$ cat src/rtl/alu_issue_buffer.sv
// Two-entry elastic issue buffer in front of the EX-stage ALU.
// Holds decoded operand bundles in strict FIFO order and flags control codes the ALU does not implement.
module alu_issue_buffer (
    input  logic        clk_i,
    input  logic        rst_i,
    input  logic        flush_i,
    input  logic        in_valid_i,
    output logic        in_ready_o,
    input  logic [31:0] in_src1_i,
    input  logic [31:0] in_src2_i,
    input  logic [3:0]  in_ctrl_i,
    input  logic [4:0]  in_rd_i,
    output logic        out_valid_o,
    input  logic        out_ready_i,
    output logic [31:0] src1_o,
    output logic [31:0] src2_o,
    output logic [3:0]  ctrl_o,
    output logic [4:0]  rd_o,
    output logic        illegal_o,
    output logic [1:0]  count_o
);

    localparam int DEPTH = 2;

    logic [31:0] slot_src1 [DEPTH];
    logic [31:0] slot_src2 [DEPTH];
    logic [3:0]  slot_ctrl [DEPTH];
    logic [4:0]  slot_rd   [DEPTH];

    logic       wr_ptr;
    logic       rd_ptr;
    logic [1:0] count;
    logic       push;
    logic       pop;
    logic       not_empty;

    // Ready looks only at registered occupancy and reset, keeping EX stalls off the decode path.
    assign not_empty   = (count != 2'd0);
    assign in_ready_o  = (count != 2'd2) & rst_i;
    assign out_valid_o = not_empty;
    assign push        = in_valid_i & in_ready_o;
    assign pop         = out_valid_o & out_ready_i;
    assign count_o     = count;

    always_ff @(posedge clk_i) begin
        if (!rst_i) begin
            count  <= 2'd0;
            wr_ptr <= 1'b0;
            rd_ptr <= 1'b0;
        end else if (flush_i) begin
            count  <= 2'd0;
            wr_ptr <= 1'b0;
            rd_ptr <= 1'b0;
        end else begin
            if (push) begin
                wr_ptr <= ~wr_ptr;
            end
            if (pop) begin
                rd_ptr <= ~rd_ptr;
            end
            case ({push, pop})
                2'b10:   count <= count + 2'd1;
                2'b01:   count <= count - 2'd1;
                default: count <= count;
            endcase
        end
    end

    // Slot storage needs no reset; occupancy decides what is visible.
    always_ff @(posedge clk_i) begin
        if (rst_i && !flush_i && push) begin
            slot_src1[wr_ptr] <= in_src1_i;
            slot_src2[wr_ptr] <= in_src2_i;
            slot_ctrl[wr_ptr] <= in_ctrl_i;
            slot_rd[wr_ptr]   <= in_rd_i;
        end
    end

    always_comb begin
        src1_o = 32'd0;
        src2_o = 32'd0;
        ctrl_o = 4'd0;
        rd_o   = 5'd0;
        if (not_empty) begin
            src1_o = slot_src1[rd_ptr];
            src2_o = slot_src2[rd_ptr];
            ctrl_o = slot_ctrl[rd_ptr];
            rd_o   = slot_rd[rd_ptr];
        end
    end

    // Unimplemented codes are still delivered; the flag only tells EX to trap.
    always_comb begin
        case (ctrl_o)
            4'd0, 4'd1, 4'd2, 4'd6, 4'd7,
            4'd8, 4'd9, 4'd10, 4'd12: illegal_o = 1'b0;
            default:                  illegal_o = 1'b1;
        endcase
    end

endmodule

$ cat config.mk
export PLATFORM = sky130hd
export DESIGN_NAME = alu_issue_buffer
export DESIGN_NICKNAME = d
export VERILOG_FILES = /design/src/rtl/alu_issue_buffer.sv
export SDC_FILE = /design/constraint.sdc
export NUM_CORES = 1
export LEC_CHECK = 0
export CAP_MARGIN = 20
export CELL_PAD_IN_SITES_DETAIL_PLACEMENT = 0
export CELL_PAD_IN_SITES_GLOBAL_PLACEMENT = 1
export CORE_MARGIN = 5
export CORE_UTILIZATION = 39
export DETAILED_ROUTE_END_ITERATION = 8
export PLACE_DENSITY = 0.82
export SLEW_MARGIN = 20
export SYNTH_ARGS = -nofsm -noshare
export SYNTH_HDL_FRONTEND = slang
export SYNTH_SLANG_ARGS = --single-unit
$ cat constraint.sdc
create_clock -name clk_i -period 8.9 [get_ports clk_i]
set_clock_uncertainty 0.05 [all_clocks]
set_input_delay 0.89 -clock clk_i [delete_from_list [all_inputs] [get_ports clk_i]]
set_output_delay 0.89 -clock clk_i [all_outputs]
set_load 0.01 [all_outputs]
==> results.md, run 1 <==
- Async set-reset flop share out of synthesis: 0
- Yosys Warn Count: 0
- Core ar.: 0.0145 mm^2
- Sequential cell area: 0.00449 mm^2
- Psw: 0.298 mW
- Setup slack after layout: 5.24 ns
- Worst r2r src: count_o[0]$_SDFFE_PP0P_
- Share of cells above drive strength 1: 0.0732
- Reg clk slew, reported paths: 0.05 ns
- Crit-path max FO: 38
- Ant diodes: 0
- Fin util: 0.558
- Sw Ratio: 0.188
- Die height: 132 um
- Number of iterations in the first detailed-routing pass: 4
- Crit path launch type: flip-flop
- Max rail drop VDD: 0.0976 mV
- Vias in the first global route: 3,632
- Fmax: 0.273 GHz
- Routed WL: 11,600 um
- Worst slew pin tran: 0.803 ns
- WP data arrival: 2.72 ns
- Final Critical Period: 3.66 ns
- Commonest non-fill, non-tap cells in the layout: clkdlybuf4s50_1 (155), edfxtp_1 (146), nor2_1 (76), mux2i_1 (72), clkbuf_16 (17)
- Cts repair resizes: 0
- Gate power share: 0.067
- Die X: 132 um
- Setup-failing EPs final: 0
- Max Cap Viol: 0
- Setup WS pre-CTS: 5.60 ns
- Via count of the routed design: 3,345
- Starting DRT DRC Count: 131
- P_leak: 2.59 nW
- Top Ports: 156
- CP endpoint kind: output port
- Final net count: 586
- Most common cell after layout, fill and taps aside: clkdlybuf4s50_1
- I/O Buffers: 155
- Initial antenna violation count: 0
- Hold Crit Class: reg -> reg
- Reg power frac: 0.504
- Kind of critical path: reg -> out
- Placement Rows: 44
- Power Density: 195 mW/mm^2
- Area of the multi-input gates: 0.00121 mm^2
- Largest net degree at the start of global routing: 75
- Number of flops mapped to enable cells by yosys: 146
- H-Tree Depth: 4
- TNS Setup: 0 ns
- CTS tree: done
- Sinks on the clock net: 151
- Cts hold-fix bufs: 0
- Overflow after GRT: 0
- Initial Util: 0.399
- Longest Clk Path Bufs: 2
- Final hold violations: 0
- Average cell area after synthesis: 16.9 um^2
- Syn Inst Count: 343
- HP Start: rd_ptr$_SDFFE_PP0P_
- TritonCTS buffer count: 17
- Residual DRC count: 0
- Number of synthesized register bits: 151
- CP required: 7.96 ns
- Prevailing post-synth register cell: edfxtp_1
- RSZ-0062 raised after global routing: false
- Synth cell types: 27
- CTS Root Cell: clkbuf_16
- First-pass GRT wire length: 18,200 um
- DP Wirelength: 7770 um
- Die area: 0.0174 mm^2
- Flop-to-flop setup slack: 6.74 ns
- Drt wl/cell: 16.5 um
- Routability cong.: 0.737
- Slew Limit Fails: 0
- Dpl cells: 672
- Part of the Yosys area used for sequential elements: 0.774
- Worst-Skew Late Latency: 0.41 ns
- P_int: 1.29 mW
- Status: finished clean
- Clock power frac: 0.429
- Final period utilization: 0.411
- FF-to-FF End: slot_src1[1][13]$_DFFE_PP_
- Remaining antenna violation count: 0
- Post-CTS Setup Bufs: 0
- Mapped Area: 0.00579 mm^2
- Final Instance Count excl. Fillers: 703
- GRT Overall Usage: 0.133
- R2R cell count: 4
- Relative slew slack: 0.465
- Area Growth Syn to Fin: 39.9%
- Syn nets: 422
- Vias per std cell: 4.76
- Hold depth: 2
- FILL cells: 1,202
## registers in the layout (all words and copies together), names as in the netlist, named ones only
register / flops
count_o: 2
rd_ptr: 1
slot_ctrl: 8
slot_rd: 10
slot_src1: 64
slot_src2: 64
wr_ptr: 1
## cell usage after synthesis (all sizes together), types with 2 or more instances
master,count,share of area
clkbuf,2,0.0013
a21oi,2,0.0017
mux2i,72,0.12
buf,14,0.017
or3,2,0.0022
dfxtp,5,0.017
o21ai,2,0.0017
nor2,77,0.050
nor3,2,0.0017
mux2,2,0.0039
inv,4,0.0026
nor3b,2,0.0035
edfxtp,146,0.76
xor2,2,0.0030
## cell families (layout without fill, tap and decap cells)
group / count (synthesis) / after routing / synth area share
compound gates: 6 / 6 / 0.00605
flops: 151 / 151 / 0.774
simple gates: 88 / 88 / 0.0639
fa+ha+maj: 1 / 1 / 0.00216
buf+inv: 20 / 196 / 0.0207
xor+xnor: 3 / 3 / 0.00454
mux: 74 / 74 / 0.128
## final cells by class
cell class              instances  area share
clock inverters                13      0.0170
multi-input cells             172       0.149
clock buffers                  18      0.0530
inverters                       4     0.00185
well taps                     184      0.0284
repair buffers                161       0.197
flip-flops and latches        151       0.554
## metrics by stage
step           power (mW)  hold WS (ns)  cell area [um^2]
2_1_floorplan       0.850         0.410              5790
3_3_place_gp        0.918         0.441              7540
3_5_place_dp        0.920         0.442              7540
4_1_cts              1.60         0.457              8100
5_1_grt              1.64         0.471              8100
6_report             1.58         0.453              8100
## routing by layer
layer	track usage	part of all wire	up-vias
met2	0.226	0.51	110
met4	0.0611	0.017	0
met3	0.0511	0.072	16
met5	0	0	-
met1	0.146	0.40	1626
li1	-	-	1593
## power by group through the flow
stage	combinational, mW	clock, mW	sequential (mW)
floorplan	0.0364	0	0.813
global placement	0.105	0	0.812
detailed placement	0.107	0	0.813
CTS	0.108	0.697	0.798
global route	0.114	0.728	0.799
finish	0.106	0.680	0.798
## worst max-delay path by stage
stage	start	endpoint	slack, ns	cells past startpoint
floorplan	rst_i	slot_ctrl[0][0]$_DFFE_PP_	1.93	3
global placement	flip-flop	src1_o[11]	5.63	4
detailed placement	flip-flop	src1_o[11]	5.60	4
CTS	flip-flop	src1_o[11]	5.15	4
global route	flip-flop	src2_o[29]	5.07	4
finish	flip-flop	src1_o[11]	5.24	4
## critical path: stages (launching register included)
cell,delay [ns]
dfxtp_4,0.77
buf_4,0.65
mux2i_1,0.19
nor2_1,0.13
clkdlybuf4s50_1,0.56
No activity file was read; power rests on OpenSTA's default activity.
==> inputs of run 2 (changes only) <==
--- a/config.mk
+++ b/config.mk
@@ -9,9 +9,9 @@
 export CELL_PAD_IN_SITES_DETAIL_PLACEMENT = 0
 export CELL_PAD_IN_SITES_GLOBAL_PLACEMENT = 1
 export CORE_MARGIN = 5
-export CORE_UTILIZATION = 39
+export CORE_UTILIZATION = 36
 export DETAILED_ROUTE_END_ITERATION = 8
-export PLACE_DENSITY = 0.82
+export PLACE_DENSITY = 0.79
 export SLEW_MARGIN = 20
 export SYNTH_ARGS = -nofsm -noshare
 export SYNTH_HDL_FRONTEND = slang
==> constraint.sdc (replaced) <==
create_clock -name clk_i -period 2.93 [get_ports clk_i]
set_clock_uncertainty 0.05 [all_clocks]
set_input_delay 0.293 -clock clk_i [delete_from_list [all_inputs] [get_ports clk_i]]
set_output_delay 0.293 -clock clk_i [all_outputs]
set_load 0.01 [all_outputs]
==> run 2 against run 1 <==
  * Combinational power increased to 3.1 times the previous value
  * First-iteration DRC count down 6.1%
  * Sequential cell count unchanged
  * Critical path type unchanged
  * Largest cell class unchanged
==> results.md, run 2 (same netlist as run 1, synthesis figures left out) <==
- P_int: 3.93 mW (+210%)
- Drt wl/cell: 15.4 um (-6.6%)
- First-pass GRT wire length: 17,300 um (-5.0%)
- CP required: 2.59 ns (-5.37 ns)
- Kind of critical path: reg -> out
- RSZ-0062 raised after global routing: false
- Sw Ratio: 0.192 (+0.00439)
- Vias per std cell: 4.47 (-6.0%)
- Delay-heaviest family, CP: buffers and inverters
- Fmax: 0.375 GHz
- Via count of the routed design: 3,293 (-1.6%)
- Max stage delay on crit path: 0.57 ns (-0.20 ns)
- Cts repair resizes: 0 (unchanged)
- Max rail drop VDD: 0.284 mV (+190%)
- Top Ports: 156 (unchanged)
- R2R cell count: 4 (unchanged)
- Setup WS pre-CTS: 0.577 ns (-5.02 ns)
- Routability cong.: 0.787 (+6.8%)
- Vias in the first global route: 3,506 (-3.5%)
- Psw: 0.936 mW (+210%)
- Crit path buf inv count: 2 (unchanged)
- Largest net degree at the start of global routing: 74 (-1.3%)
- Final Critical Period: 2.67 ns
- Hold depth: 1 (-1)
- Ant diodes: 0 (unchanged)
- TritonCTS buffer count: 17 (unchanged)
- Relative slew slack: 0.604 (+0.139)
- Slew Limit Fails: 0 (unchanged)
- Routed WL: 11,400 um (-2.2%)
- Overflow after GRT: 0 (unchanged)
- Status: finished clean
- CTS Root Cell: clkbuf_16
- Residual DRC count: 0 (unchanged)
- Die height: 137 um (+3.8%)
- Pwr Total: 4.86 mW (+210%)
- Power Density: 592 mW/mm^2 (+200%)
- TNS Setup: 0 ns (unchanged)
- Placement Rows: 46 (+4.5%)
- Worst-Skew Late Latency: 0.41 ns (about the same)
- DP Wirelength: 7580 um (-2.3%)
- Reg power frac: 0.498 (-0.006)
- Post-CTS Setup Bufs: 0 (unchanged)
- CP endpoint kind: output port
- Core ar.: 0.0158 mm^2 (+8.9%)
- Starting DRT DRC Count: 123 (-6.1%)
- H-Tree Depth: 4 (unchanged)
- Crit-path max FO: 35 (-7.9%)
- Number of cells on the critical path: 4 (unchanged)
- Die X: 137 um (+3.8%)
- Clock power frac: 0.434 (+0.005)
- Initial Util: 0.366 (-0.0326)
- Worst slew pin tran: 0.594 ns (-0.209 ns)
- P_leak: 2.60 nW (+0.28%)
- WP data arrival: 2.32 ns (-0.40 ns)
- Area Growth Syn to Fin: 41.7%
- Biggest regs: slot_src1 (64), slot_src2 (64), slot_rd (10)
- Setup-failing EPs final: 0 (unchanged)
- Final net count: 586 (unchanged)
- CTS tree: done
- Sinks on the clock net: 151 (unchanged)
- FILL cells: 1,306 (+8.7%)
- Fin util: 0.519 (-0.0389)
- Share of cells above drive strength 1: 0.0827 (+0.00947)
- Critical path's slowest cell: clkdlybuf4s50_1
- Hold Crit Class: in -> reg
- Longest Clk Path Bufs: 2 (unchanged)
- Initial antenna violation count: 0 (unchanged)
- I/O Buffers: 155 (unchanged)
- Reg clk slew, reported paths: 0.06 ns (about the same)
- Crit-path cells: buf_4 > mux2i_1 > nor2_1 > clkdlybuf4s50_1
- Worst hold margin: 0.417 ns (-0.0358 ns)
- Final hold violations: 0 (unchanged)
- GRT Overall Usage: 0.124 (-0.00880)
- Cts hold-fix bufs: 0 (unchanged)
- Die area: 0.0187 mm^2 (+7.7%)
- Crit path launch type: flip-flop
- Number of iterations in the first detailed-routing pass: 4 (unchanged)
- Remaining antenna violation count: 0 (unchanged)
- Commonest non-fill, non-tap cells in the layout: clkdlybuf4s50_1 (155), edfxtp_1 (146), nor2_1 (76), mux2i_1 (72), clkbuf_16 (17)
- Most common cell after layout, fill and taps aside: clkdlybuf4s50_1
- Gate power share: 0.067 (about the same)
- Setup slack after layout: 0.262 ns (-4.98 ns)
- Final period utilization: 0.911
- Max Cap Viol: 0 (unchanged)
[run 2: cell types whose count changed in the layout (fill, tap and decap cells not counted), sizes merged]
cell,change
clkinvlp,+1
inv,+2
clkinv,-2
[run 2: cell type report]
cell class	count	area [um^2]	share of cell area
repair buffers	161	1620	0.198
clock inverters	14	156	0.0191
multi-input cells	172	1220	0.149
flip-flops and latches	151	4490	0.547
well taps	216	270	0.0329
clock buffers	18	429	0.0523
inverters	4	15.0	0.00183
[run 2: through the flow]
stage                     instances  cell area (um^2)
final                           736              8210
after global routing            736              8210
after CTS                       736              8210
after detailed placement        704              7620
after global placement          704              7620
after floorplan                 343              5820
[run 2: routing by layer]
| metal | track usage | wire length (um) | vias up | part of all wire |
|---|---|---|---|---|
| met2 | 0.216 | 5880 | 99 | 0.52 |
| li1 | - | - | 1601 | - |
| met4 | 0.0499 | 172 | 0 | 0.015 |
| met1 | 0.138 | 4530 | 1578 | 0.40 |
| met3 | 0.0441 | 782 | 15 | 0.069 |
| met5 | 0 | 0 | - | 0 |
[run 2: path summary, 6_finish.rpt]
path                           start                    endpoint  slack [ns]
max                        flip-flop                   src1_o[6]        0.26
min                    in_src1_i[16]  slot_src1[0][16]$_DFFE_PP_        0.42
max reg2reg  count_o[0]$_SDFFE_PP0P_  slot_src2[1][20]$_DFFE_PP_        0.98
min reg2reg      rd_ptr$_SDFFE_PP0P_         rd_ptr$_SDFFE_PP0P_        0.48
[run 2: power by group through the flow]
stage	combinational, mW	sequential [mW]	clock [mW]
2_1_floorplan	0.113	2.47	0
4_1_cts	0.334	2.42	2.18
3_5_place_dp	0.332	2.47	0
5_1_grt	0.353	2.42	2.26
3_3_place_gp	0.326	2.47	0
6_report	0.328	2.42	2.11
==> inputs of run 3 (changes only) <==
--- a/config.mk
+++ b/config.mk
@@ -9,9 +9,9 @@
 export CELL_PAD_IN_SITES_DETAIL_PLACEMENT = 0
 export CELL_PAD_IN_SITES_GLOBAL_PLACEMENT = 1
 export CORE_MARGIN = 5
-export CORE_UTILIZATION = 36
+export CORE_UTILIZATION = 30
 export DETAILED_ROUTE_END_ITERATION = 8
-export PLACE_DENSITY = 0.79
+export PLACE_DENSITY_LB_ADDON = 0.1
 export SLEW_MARGIN = 20
 export SYNTH_ARGS = -nofsm -noshare
 export SYNTH_HDL_FRONTEND = slang
==> run 3 against run 2 <==
  * Worst hold slack lost 0.0083 ns
  * Core utilization down 7.8 points
  * Sequential power about the same
  * Maximum frequency rose by 4.9%
  * Critical endpoint is now src1_o[1]
  * Combinational power grew 2%
  * Critical path type unchanged
==> results.md, run 3 (same netlist as run 1, synthesis figures left out) <==
- Status: finished clean
- Setup WS pre-CTS: 0.550 ns (-0.0267 ns)
- Hold Crit Class: in -> reg
- Worst r2r src: count_o[0]$_SDFFE_PP0P_
- Die area: 0.0222 mm^2 (+18%)
- Share of cells above drive strength 1: 0.0846 (+0.00192)
- Crit-path max FO: 22 (-37%)
- Setup slack after layout: 0.386 ns (+0.124 ns)
- Dpl cells: 748 (+6.3%)
- Drt wl/cell: 16.1 um (+4.5%)
- Cts hold-fix bufs: 0 (unchanged)
- Vias in the first global route: 3,463 (-1.2%)
- Crit-path cells: buf_4 > mux2i_1 > nor2_1 > clkdlybuf4s50_1
- Fmax: 0.393 GHz (+4.9%)
- Final hold violations: 0 (unchanged)
- Starting DRT DRC Count: 157 (+28%)
- CTS tree: done
- Routed WL: 12,600 um (+11%)
- Largest net degree at the start of global routing: 74 (unchanged)
- Remaining antenna violation count: 0 (unchanged)
- Critical path's slowest cell: clkdlybuf4s50_1
- Cts repair resizes: 0 (unchanged)
- Power Density: 602 mW/mm^2 (+1.6%)
- Kind of critical path: reg -> out
- R2R cell count: 4 (unchanged)
- P_leak: 2.61 nW (+0.52%)
- Final Critical Period: 2.54 ns (-0.124 ns)
- WP data arrival: 2.20 ns (-0.12 ns)
- Max rail drop VDD: 0.377 mV (+33%)
- Final period utilization: 0.868 (-0.0424)
- Longest Clk Path Bufs: 2 (unchanged)
- Die height: 149 um (+8.8%)
- Routability cong.: 0.684 (-13%)
- Initial Util: 0.308 (-0.0584)
- Overflow after GRT: 0 (unchanged)
- Top Ports: 156 (unchanged)
- CP Capture Point: src1_o[1]
- Delay-heaviest family, CP: buffers and inverters
- Worst hold margin: 0.409 ns (-0.00828 ns)
- CP endpoint kind: output port
- FF-to-FF End: slot_src2[1][21]$_DFFE_PP_
- Reg clk slew, reported paths: 0.06 ns (about the same)
- Flop-to-flop setup slack: 0.97 ns (about the same)
- Number of cells on the critical path: 4 (unchanged)
- RSZ-0062 raised after global routing: false
- Initial antenna violation count: 1 (+1)
- Max stage delay on crit path: 0.57 ns (about the same)
- Vias per std cell: 4.19 (-6.3%)
- Commonest non-fill, non-tap cells in the layout: clkdlybuf4s50_1 (155), edfxtp_1 (146), nor2_1 (76), mux2i_1 (72), clkbuf_16 (17)
- CTS Root Cell: clkbuf_16
- Worst slew pin tran: 0.445 ns (-0.149 ns)
- Final net count: 586 (unchanged)
- Ant diodes: 0 (unchanged)
- Fin util: 0.441 (-0.0775)
- Biggest regs: slot_src1 (64), slot_src2 (64), slot_rd (10)
- Residual DRC count: 0 (unchanged)
- I/O Buffers: 155 (unchanged)
- CP required: 2.59 ns (about the same)
- Post-CTS Setup Bufs: 0 (unchanged)
- Setup-failing EPs final: 0 (unchanged)
- Final Instance Count excl. Fillers: 780 (+6.0%)
- TNS Setup: 0 ns (unchanged)
- Sinks on the clock net: 151 (unchanged)
- H-Tree Depth: 4 (unchanged)
- TritonCTS buffer count: 17 (unchanged)
- Core ar.: 0.0188 mm^2 (+19%)
- GRT Overall Usage: 0.116 (-0.00829)
- Max Cap Viol: 0 (unchanged)
- Die X: 149 um (+8.8%)
- Slew Limit Fails: 0 (unchanged)
- Most common cell after layout, fill and taps aside: clkdlybuf4s50_1
- Crit path buf inv count: 2 (unchanged)
- Relative slew slack: 0.703 (+0.0995)
- First-pass GRT wire length: 19,300 um (+12%)
- Via count of the routed design: 3,269 (-0.73%)
- Worst-Skew Late Latency: 0.42 ns (about the same)
- Area Growth Syn to Fin: 43.4%
- Crit path launch type: flip-flop
- Placement Rows: 50 (+8.7%)
- Number of iterations in the first detailed-routing pass: 4 (unchanged)
- DP Wirelength: 8070 um (+6.4%)
-- run 3: worst register-to-register path, stage by stage (launching register included) --
cell     delay, ns
dfxtp_2       0.43
nor2b_4       0.07
or3_4         0.37
nor3b_4       0.24
buf_12        0.36
-- run 3: area by class of cell --
| cell class | count | area (um^2) |
|---|---|---|
| Fill cell | 1730 | 10500 |
| Timing Repair Buffer | 161 | 1630 |
| Clock inverter | 11 | 175 |
| Clock buffer | 21 | 440 |
| Sequential cell | 151 | 4490 |
| Multi-Input combinational cell | 172 | 1220 |
| Tap cell | 260 | 325 |
| Inverter | 4 | 15.0 |
-- run 3: power breakdown --
group | internal, mW | switching [mW]
clock network | 1.43 | 0.819
registers | 2.41 | 0.0116
logic | 0.189 | 0.144
total | 4.03 | 0.974
-- run 3: per-stage QoR --
stage	power (mW)	area, um^2
global placement	2.80	7690
CTS	5.07	8310
detailed placement	2.81	7690
floorplan	2.58	5820
global route	5.20	8310
finish	5.00	8310
-- run 3: per-layer routing --
layer / vias to the layer above / routed length, um / GRT usage
met5: - / 18 / 0
met3: 14 / 963 / 0.0447
met4: 2 / 140 / 0.0412
met2: 117 / 5920 / 0.179
li1: 1600 / - / -
met1: 1536 / 5540 / 0.148
-- run 3: worst min path at each step --
stage	start	end	cells after the start
after floorplan	in_ctrl_i[0]	slot_ctrl[0][0]$_DFFE_PP_	0
after global placement	rd_ptr$_SDFFE_PP0P_	flip-flop	2
after detailed placement	rd_ptr$_SDFFE_PP0P_	flip-flop	2
after CTS	in_src1_i[26]	slot_src1[0][26]$_DFFE_PP_	1
after global routing	in_src1_i[30]	slot_src1[0][30]$_DFFE_PP_	1
final	in_src2_i[1]	slot_src2[1][1]$_DFFE_PP_	1
